### config.mk
export PLATFORM = sky130hd
export DESIGN_NAME = ttt_turn_ctrl
export DESIGN_NICKNAME = d
export VERILOG_FILES = /design/src/rtl/ttt_pkg.sv /design/src/rtl/ttt_win_detect.sv /design/src/rtl/ttt_turn_ctrl.sv
export SDC_FILE = /design/constraint.sdc
export NUM_CORES = 1
export LEC_CHECK = 0
export CELL_PAD_IN_SITES_DETAIL_PLACEMENT = 0
export CELL_PAD_IN_SITES_GLOBAL_PLACEMENT = 1
export CORE_ASPECT_RATIO = 1.5
export CORE_MARGIN = 2
export CORE_UTILIZATION = 52
export CTS_CLUSTER_DIAMETER = 50
export DETAILED_ROUTE_END_ITERATION = 12
export DONT_BUFFER_PORTS = 1
export PLACE_DENSITY = 0.95
export SLEW_MARGIN = 15
export SYNTH_ARGS = -nofsm -noshare
export SYNTH_HDL_FRONTEND = slang
export SYNTH_SLANG_ARGS = --single-unit
### constraint.sdc
create_clock -name board_clk -period 5.5 [get_ports board_clk]
set_clock_uncertainty 0.05 [all_clocks]
set_input_delay 0.275 -clock board_clk [delete_from_list [all_inputs] [get_ports board_clk]]
set_output_delay 0.275 -clock board_clk [all_outputs]
set_load 0.005 [all_outputs]
### src/rtl/ttt_pkg.sv
// ttt_pkg -- shared definitions for the tic-tac-toe turn controller.
//   state_t      : controller state encoding
//   CELL_*       : 2-bit cell codes stored in the board vector
//   WIN_*        : winner codes
//   WIN_LINES    : the 8 winning lines (rows, columns, diagonals) as cell indices
//   lowest_empty : index of the lowest-numbered empty cell on a board
package ttt_pkg;

    typedef enum logic [2:0] {
        S_IDLE,
        S_PLAYER,
        S_P_CHECK,
        S_COMPUTER,
        S_C_CHECK,
        S_DONE
    } state_t;

    localparam int NUM_CELLS = 9;
    localparam int NUM_LINES = 8;

    localparam logic [1:0] CELL_EMPTY = 2'b00;
    localparam logic [1:0] CELL_X     = 2'b01;
    localparam logic [1:0] CELL_O     = 2'b10;

    localparam logic [1:0] WIN_NONE   = 2'b00;
    localparam logic [1:0] WIN_PLAYER = 2'b01;
    localparam logic [1:0] WIN_CPU    = 2'b10;
    localparam logic [1:0] WIN_DRAW   = 2'b11;

    // Entry 0 is the leftmost group of the concatenation.
    localparam logic [0:NUM_LINES-1][0:2][3:0] WIN_LINES = {
        4'd0, 4'd1, 4'd2,
        4'd3, 4'd4, 4'd5,
        4'd6, 4'd7, 4'd8,
        4'd0, 4'd3, 4'd6,
        4'd1, 4'd4, 4'd7,
        4'd2, 4'd5, 4'd8,
        4'd0, 4'd4, 4'd8,
        4'd2, 4'd4, 4'd6
    };

    // Scans downward so the last hit (lowest index) wins.
    function automatic logic [3:0] lowest_empty(input logic [17:0] b);
        lowest_empty = 4'd0;
        for (int i = NUM_CELLS - 1; i >= 0; i--) begin
            if (b[2*i +: 2] == CELL_EMPTY) begin
                lowest_empty = i[3:0];
            end
        end
    endfunction

endpackage

### src/rtl/ttt_win_detect.sv
// ttt_win_detect -- purely combinational line/full detection for a 3x3 board.
//   board  in  18  cell i in bits [2i+1:2i]
//   x_win  out 1   some line is all X
//   o_win  out 1   some line is all O
//   full   out 1   no empty cell remains
module ttt_win_detect
    import ttt_pkg::*;
(
    input  logic [17:0] board,
    output logic        x_win,
    output logic        o_win,
    output logic        full
);

    logic [NUM_LINES-1:0] x_line;
    logic [NUM_LINES-1:0] o_line;
    logic [NUM_CELLS-1:0] cell_used;

    genvar gi;
    generate
        for (gi = 0; gi < NUM_LINES; gi++) begin : g_line
            localparam int C0 = int'(WIN_LINES[gi][0]);
            localparam int C1 = int'(WIN_LINES[gi][1]);
            localparam int C2 = int'(WIN_LINES[gi][2]);
            assign x_line[gi] = (board[2*C0 +: 2] == CELL_X) &&
                                (board[2*C1 +: 2] == CELL_X) &&
                                (board[2*C2 +: 2] == CELL_X);
            assign o_line[gi] = (board[2*C0 +: 2] == CELL_O) &&
                                (board[2*C1 +: 2] == CELL_O) &&
                                (board[2*C2 +: 2] == CELL_O);
        end
        for (gi = 0; gi < NUM_CELLS; gi++) begin : g_cell
            assign cell_used[gi] = (board[2*gi +: 2] != CELL_EMPTY);
        end
    endgenerate

    assign x_win = |x_line;
    assign o_win = |o_line;
    assign full  = &cell_used;

endmodule

### src/rtl/ttt_turn_ctrl.sv
// ttt_turn_ctrl -- turn sequencing for player (X) versus computer (O).
// Optional feature: define TTT_CPU_DELAY_EN to make the computer wait
// CPU_DELAY board_clk cycles in COMPUTER before placing its mark.
//   board_clk                  in   clock
//   reset                      in   asynchronous active-high reset
//   btn_up/down/l/r/sel        in   single-cycle button pulses
//   board                      out  18-bit board, cell i at [2i+1:2i]
//   cursor                     out  selected cell 0..8
//   q_idle/q_player/q_computer/q_done  out  one-hot visible state
//   winner                     out  00 none, 01 X, 10 O, 11 draw
//   legal_move, illegal_move   out  one-cycle selection outcome pulses
module ttt_turn_ctrl
    import ttt_pkg::*;
#(
    parameter logic [26:0] CPU_DELAY = 27'd50_000_000
) (
    input  logic        board_clk,
    input  logic        reset,
    input  logic        btn_up,
    input  logic        btn_down,
    input  logic        btn_l,
    input  logic        btn_r,
    input  logic        btn_sel,
    output logic [17:0] board,
    output logic [3:0]  cursor,
    output logic        q_idle,
    output logic        q_player,
    output logic        q_computer,
    output logic        q_done,
    output logic [1:0]  winner,
    output logic        legal_move,
    output logic        illegal_move
);

    state_t      state_reg,   state_next;
    logic [17:0] board_reg,   board_next;
    logic [3:0]  cursor_reg,  cursor_next;
    logic [1:0]  winner_reg,  winner_next;
    logic        legal_reg,   legal_next;
    logic        illegal_reg, illegal_next;

    logic        x_win, o_win, full;
    logic        cpu_go;
    logic [1:0]  cur_cell;
    logic        at_top, at_bottom, at_left, at_right;

    ttt_win_detect u_win_detect (
        .board (board_reg),
        .x_win (x_win),
        .o_win (o_win),
        .full  (full)
    );

`ifdef TTT_CPU_DELAY_EN
    logic [26:0] delay_cnt_reg, delay_cnt_next;

    // Written on the CPU_DELAY-th cycle in COMPUTER; 0 or 1 means no wait.
    assign cpu_go = ((delay_cnt_reg + 27'd1) >= CPU_DELAY);

    always_comb begin
        delay_cnt_next = '0;
        if (state_reg == S_COMPUTER && !cpu_go) begin
            delay_cnt_next = delay_cnt_reg + 27'd1;
        end
    end

    always_ff @(posedge board_clk or posedge reset) begin
        if (reset) begin
            delay_cnt_reg <= '0;
        end else begin
            delay_cnt_reg <= delay_cnt_next;
        end
    end
`else
    assign cpu_go = 1'b1;
`endif

    assign cur_cell  = board_reg[{cursor_reg, 1'b0} +: 2];
    assign at_top    = (cursor_reg < 4'd3);
    assign at_bottom = (cursor_reg > 4'd5);
    assign at_left   = (cursor_reg == 4'd0) || (cursor_reg == 4'd3) || (cursor_reg == 4'd6);
    assign at_right  = (cursor_reg == 4'd2) || (cursor_reg == 4'd5) || (cursor_reg == 4'd8);

    always_comb begin
        state_next   = state_reg;
        board_next   = board_reg;
        cursor_next  = cursor_reg;
        winner_next  = winner_reg;
        legal_next   = 1'b0;
        illegal_next = 1'b0;

        case (state_reg)
            S_IDLE: begin
                if (btn_sel) begin
                    board_next  = '0;
                    cursor_next = 4'd4;
                    winner_next = WIN_NONE;
                    state_next  = S_PLAYER;
                end
            end
            S_PLAYER: begin
                // A blocked move still consumes the press: lower-priority
                // buttons in the same cycle are not considered.
                if (btn_sel) begin
                    if (cur_cell == CELL_EMPTY) begin
                        board_next[{cursor_reg, 1'b0} +: 2] = CELL_X;
                        legal_next = 1'b1;
                        state_next = S_P_CHECK;
                    end else begin
                        illegal_next = 1'b1;
                    end
                end else if (btn_up) begin
                    if (!at_top) cursor_next = cursor_reg - 4'd3;
                end else if (btn_down) begin
                    if (!at_bottom) cursor_next = cursor_reg + 4'd3;
                end else if (btn_l) begin
                    if (!at_left) cursor_next = cursor_reg - 4'd1;
                end else if (btn_r) begin
                    if (!at_right) cursor_next = cursor_reg + 4'd1;
                end
            end
            S_P_CHECK: begin
                if (x_win) begin
                    winner_next = WIN_PLAYER;
                    state_next  = S_DONE;
                end else if (full) begin
                    winner_next = WIN_DRAW;
                    state_next  = S_DONE;
                end else begin
                    state_next  = S_COMPUTER;
                end
            end
            S_COMPUTER: begin
                // Reached only from a non-full board, so an empty cell exists.
                if (cpu_go) begin
                    board_next[{lowest_empty(board_reg), 1'b0} +: 2] = CELL_O;
                    state_next = S_C_CHECK;
                end
            end
            S_C_CHECK: begin
                if (o_win) begin
                    winner_next = WIN_CPU;
                    state_next  = S_DONE;
                end else if (full) begin
                    winner_next = WIN_DRAW;
                    state_next  = S_DONE;
                end else begin
                    state_next  = S_PLAYER;
                end
            end
            S_DONE: begin
                if (btn_sel) state_next = S_IDLE;
            end
            default: state_next = S_IDLE;
        endcase
    end

    always_ff @(posedge board_clk or posedge reset) begin
        if (reset) begin
            state_reg   <= S_IDLE;
            board_reg   <= '0;
            cursor_reg  <= 4'd4;
            winner_reg  <= WIN_NONE;
            legal_reg   <= 1'b0;
            illegal_reg <= 1'b0;
        end else begin
            state_reg   <= state_next;
            board_reg   <= board_next;
            cursor_reg  <= cursor_next;
            winner_reg  <= winner_next;
            legal_reg   <= legal_next;
            illegal_reg <= illegal_next;
        end
    end

    assign board        = board_reg;
    assign cursor       = cursor_reg;
    assign winner       = winner_reg;
    assign legal_move   = legal_reg;
    assign illegal_move = illegal_reg;
    assign q_idle       = (state_reg == S_IDLE);
    assign q_player     = (state_reg == S_PLAYER)   || (state_reg == S_P_CHECK);
    assign q_computer   = (state_reg == S_COMPUTER) || (state_reg == S_C_CHECK);
    assign q_done       = (state_reg == S_DONE);

endmodule
Word level (Yosys, flattened, before mapping) --
Index checks and enable logic that the tools add are counted.
Storage, ports and cells: word-level logic and storage cells 173, output and inout port bits 30, register bits 29
Cells by class: reductions and logical operators 69, add/sub/neg operators 6, mux-type cells 47, magnitude comparators 2, equal/unequal tests 38, shift operators 5
Operators by type and width (count):
- two-way mux 4 bit | 20
- two-way mux 18 bit | 3
- case mux 18 bit (3 select lines) | 1
- bitwise mux 18 bit | 2
- variable shift 2 x 7 -> 18 bit (first input constant) | 2
- variable part select 2 x 7 -> 18 bit (first input constant) | 2
- logical AND 1 bit | 32
- two-way mux 3 bit | 8
- zero test 2 bit | 10
- nonzero test 2 bit | 10
- == test 2 x 1 -> 1 bit (second input constant) | 9
- == test 2 bit (second input constant) | 9
- case mux 3 bit (6 select lines) | 1
- variable part select 18 x 6 -> 2 bit | 1
- OR reduction 8 bit | 2
- != test 5 bit (second input constant) | 3
- negation 5 -> 7 bit | 2
- != test 2 bit (second input constant) | 5
- AND reduction 9 bit | 1
- == test 4 x 2 -> 1 bit (second input constant) | 2
- == test 4 x 3 -> 1 bit (second input constant) | 2
- two-way mux 2 bit | 4
- case mux 4 bit (2 select lines) | 1
- AND reduction 4 bit | 2
- 20 further kinds | 33

Logic depth before layout (Yosys ltp) --
depth after elaboration 15, gate-level depth with buffers 12, mapped depth without buffers 11

By module --
From an unflattened synthesis, not the netlist that was laid out.
Unflattened totals: cell total of the unflattened synthesis 337, area total of the unflattened synthesis 2807.7 µm²
By module, submodules not included:
- ttt_turn_ctrl | area an instance 2487.4 µm², seq. area each 726.9 µm², instances 1, cells an instance 298
- ttt_win_detect | area an instance 320.3 µm², seq. area each 0.0 µm², instances 1, cells an instance 39

Worst setup path before layout --
OpenSTA, ideal clock, no wires.
path type register to register, from register board_reg[15], in the netlist board[15], to register board_reg[12], in the netlist board[12], slack 2.660 ns, setup time 0.137 ns, required time 5.313 ns, path buffers 1, cell stages (with the launch flop) 12, arrival time 2.653 ns, cell sequence dfrtp_1 -> o32a_1 -> o221ai_1 -> and2_1 -> clkbuf_1 -> inv_1 -> ha_1 -> a21o_1 -> a211oi_1 -> inv_1 -> o311ai_0 -> nand3_1
Between the ends: cells in the longest elaborated chain, start to end 14
Ends and longest elaborated chain:
- from (decl) | line ttt_turn_ctrl.sv:36 | logic [17:0] board_reg, board_next;
- from (signal assigned) | line ttt_turn_ctrl.sv:168 | board_reg <= board_next;
- zero test 2 bit | line ttt_pkg.sv:46 | if (b[2*i +: 2] == CELL_EMPTY) begin
- two-way mux 4 bit (8 in series) | line ttt_pkg.sv:46
- two-way mux 4 bit | line ttt_turn_ctrl.sv:92 | case (state_reg)
- negation 5 -> 7 bit | line ttt_turn_ctrl.sv:136 | board_next[{lowest_empty(board_reg), 1'b0} +: 2] = CELL_O;
- variable part select 2 x 7 -> 18 bit or variable shift 2 x 7 -> 18 bit (tied branches) | line ttt_turn_ctrl.sv:136
- bitwise mux 18 bit | line ttt_turn_ctrl.sv:136
- case mux 18 bit (3 select lines) | line ttt_turn_ctrl.sv:92
Parallel ways exist; a longest one is shown, timed or not. The select of a mux whose other input is x is not followed. A chain may end at the register's enable or synchronous reset.

Final worst setup path --
from register board_reg[12], in the netlist board[12], to register board_reg[16], in the netlist board[16]
Between the ends: cells in the longest elaborated chain, start to end 13
Ends and longest elaborated chain (line):
- zero test 2 bit | ttt_pkg.sv:46
- two-way mux 4 bit (7 in series) | ttt_pkg.sv:46
- two-way mux 4 bit | ttt_turn_ctrl.sv:92
- negation 5 -> 7 bit | ttt_turn_ctrl.sv:136
- variable part select 2 x 7 -> 18 bit or variable shift 2 x 7 -> 18 bit (tied branches) | ttt_turn_ctrl.sv:136
- bitwise mux 18 bit | ttt_turn_ctrl.sv:136
- case mux 18 bit (3 select lines) | ttt_turn_ctrl.sv:92
Parallel ways exist; a longest one is shown, timed or not. The select of a mux whose other input is x is not followed.

==> impl_metrics.py <==
metrics = {
    "run_status": {
        "status": "finished clean",
    },
    "clocking": {
        "cts_tree": "yes",
        "cts-root-buf": "clkbuf_8",
        "h-tree-depth": 2,
        "clock_sinks": 29,
        "clk_latency_ns": 0.29,
        "clkTransAtPathRegs_ns": 0.07,
        "cts_buffers": 5,
        "cts_buffer_depth": 2,
        "cts_setup_buffers": 0,
    },
    "timing": {
        "timing.setup.tns_ns": 0,
        "finalSetupViolCount": 0,
        "timing.final.ws_setup_ns": 2.32,
        "worst_slew_pin_slew_ns": 0.660,
        "drv_slew": 0,
        "hold_viol_final": 0,
        "holdWs_ns": 0.0453,
        "period_share": 0.578,
        "fmax_mhz": 315,
        "fin_crit_ns": 3.18,
        "grt_setup_unrepaired": "false",
        "relSlewSlack": 0.558,
    },
    "worst_setup_path": {
        "crit_type": "reg -> reg",
        "ff2ff_setup_slack_ns": 2.32,
        "cp_top_family": "compound AO/OA/AOI/OAI gates",
        "worst_ep_arrival_time_ns": 3.29,
        "cpMostUsedCell": "inv_1",
        "worstPathMaxFanout": 9,
        "cp_cell_sequence": "nor2_1, o32a_1, o221ai_1, and2_1, inv_1, ha_1, a21o_1, a211oi_1, inv_1, o311ai_0, nand3_1",
        "cpPeakStageDelay_ns": 0.52,
        "cp_slowest_cell": "dfrtp_1",
        "crit_path_start_kind": "flip-flop",
        "cp-end-kind": "flip-flop",
        "crit_buf_inv": 2,
        "crit_required_ns": 5.61,
    },
    "logic_synthesis": {
        "netlist_area_um2": 2660,
        "synthCells": 325,
        "dominantRegCellSynth": "dfrtp_1",
        "syn_nets": 344,
        "synthTopCellsByCount": "33 x nor2_1, 28 x dfrtp_1, 21 x nand2_1, 21 x o21ai_0, 19 x a21oi_1",
        "synth.most_common_cell": "nor2_1",
        "synth-edff-count": 0,
        "yosysSeqAreaShare": 0.274,
        "yosysTopAreaCellShare": 0.264,
        "yosys_warnings": 0,
        "ys_seq_elements": 29,
        "syn_avg_cell_area_um2": 8.18,
        "async_reset_ff_frac": 1.00,
        "ys_types": 69,
        "yosys.area.top_type": "dfrtp_1",
        "synth_area_leaders": "dfrtp_1 26%, ha_1 5.2%, nor2_1 4.7%",
    },
    "power_and_ir_drop": {
        "power.total_mw": 1.31,
        "power_density_nw_per_um2": 476,
        "p_leak_nw": 1.15,
        "max-vdd-ir-drop_uv": 359,
    },
    "global_routing": {
        "grt_pass1_wl_mm": 12.4,
        "grt_pass1_vias": 2375,
        "grt_max_degree": 30,
        "antenna_found_initial": 0,
        "grt_usage": 0.277,
        "grt_overflow": 0,
    },
    "detailed_routing": {
        "route.vias.total": 2476,
        "postRouteAntennaNets": 0,
        "vias_per_cell": 6.43,
        "drt_iter0_markers": 212,
        "routedWlPerCell_um": 20.4,
        "drt_pass1_iterations": 4,
        "drc": 0,
        "wirelength_mm": 7.85,
    },
    "finish": {
        "final_nets": 337,
        "nFillCells": 488,
        "n_antenna_cell": 0,
        "register_area_um2": 727,
        "syn_to_final_growth_pct": 3.53,
        "multi_input_area_um2": 1770,
        "largest_reg_flops": 18,
        "finalNonFillerCells": 385,
        "drive_above_1_share": 0.0846,
    },
    "floorplan": {
        "pin_count": 37,
        "die_y_um": 91.6,
        "initial_core_util": 0.544,
        "core_area_um2": 4890,
        "die_area_um2": 5710,
        "rows": 31,
        "die_x_um": 62.4,
    },
    "placed_design": {
        "gp_congestion": 0.924,
        "io_buffers": 0,
        "dpl.hpwl_mm": 5.90,
        "placed_cells": 376,
        "pre_cts_ws_ns": 2.35,
    },
    "run": {
        "drv_cap": 0,
    },
    "hold_path": {
        "hold_path_class": "in -> reg",
    },
}
==> cells in the final DEF (no fill, tap or decap), types with 3 or more instances in the layout <==
cell       synthesis  layout
nor2_1            33      33
dfrtp_1           28      28
o21ai_0           21      21
nand2_1           21      21
a21oi_1           19      19
inv_1             18      18
nor2b_1           13      13
ha_1              11      11
nor3_1            10      10
and2_1             9       9
nor4bb_1           8       8
or2_2              7       7
a21o_1             7       7
nand2b_1           5       5
o311ai_0           5       5
nand3_1            5       5
o22ai_1            5       5
clkbuf_8           0       5
a31oi_1            4       4
o21bai_1           3       3
nor4_1             3       3
nand3b_1           3       3
a211o_1            3       3
nor3b_1            3       3
a22o_1             3       3
a211oi_1           3       3
mux2i_1            3       3
nor4b_1            3       3
xnor2_1            3       3
a2bb2oi_1          3       3
==> layout make-up <==
type,instances,area share
inverter,18,0.0246
clock buffer,6,0.0264
tap,66,0.0300
multi-input combinational,262,0.645
clock inverter,2,0.00364
sequential,29,0.264
timing repair buffer,2,0.00637
==> per-layer routing <==
metal / global-route usage / wire [um]
met1: 0.339 / 3230
met2: 0.479 / 3930
met5: 0 / 0
met4: 0.126 / 276
met3: 0.0409 / 420
==> stage by stage <==
| step | cell area [um^2] | util |
|---|---|---|
| 3_5_place_dp | 2660 | 0.544 |
| 6_report | 2750 | 0.563 |
| 3_3_place_gp | 2660 | 0.544 |
| 2_1_floorplan | 2660 | - |
| 5_1_grt | 2750 | 0.563 |
| 4_1_cts | 2750 | 0.563 |
==> worst paths after layout <==
kind / start / end / cells after the start
setup / recovery: board[12]$_DFFE_PP0P_ / board[16]$_DFFE_PP0P_ / 11
hold / removal: btn_sel / illegal_move$_DFF_PP0_ / 2
setup reg to reg: board[12]$_DFFE_PP0P_ / board[16]$_DFFE_PP0P_ / 11
hold reg to reg: winner[0]$_DFFE_PP0P_ / winner[0]$_DFFE_PP0P_ / 1
max in group asynchronous: reset / cursor[2]$_DFFE_PP1P_ / 3
min in group asynchronous: reset / board[7]$_DFFE_PP0P_ / 3
==> cell families (layout without fill, tap and decap cells) <==
family                     after synthesis  after routing  synth area share
muxes                                    5              5            0.0250
xor gates and xnor gates                 3              3           0.00989
adders and majority gates               12             12            0.0593
AOI/OAI and AO/OA                      103            103             0.275
DFF                                     29             29             0.274
buffers and inverters                   34             28            0.0588
and+or+nand+nor                        139            139             0.298
==> power by group <==
part | internal [mW] | total [mW] | switching (mW)
combinational | 0.287 | 0.716 | 0.430
sequential | 0.261 | 0.420 | 0.159
clock | 0.0875 | 0.173 | 0.0858
total | 0.635 | 1.31 | 0.674
==> what timing repair did <==
item                                   in CTS  in global routing
hold buffers                                1                  0
endpoints found under the hold margin      28                  0
resized for setup                           0                  0
==> worst reg2reg max path, stage by stage (launching register included) <==
cell and delay [ns]:
dfrtp_1 0.52, nor2_1 0.11, o32a_1 0.30, o221ai_1 0.19, and2_1 0.31, inv_1 0.08, ha_1 0.27, a21o_1 0.17
a211oi_1 0.42, inv_1 0.16, o311ai_0 0.37, nand3_1 0.11
Power figures use the tool's default switching activity.
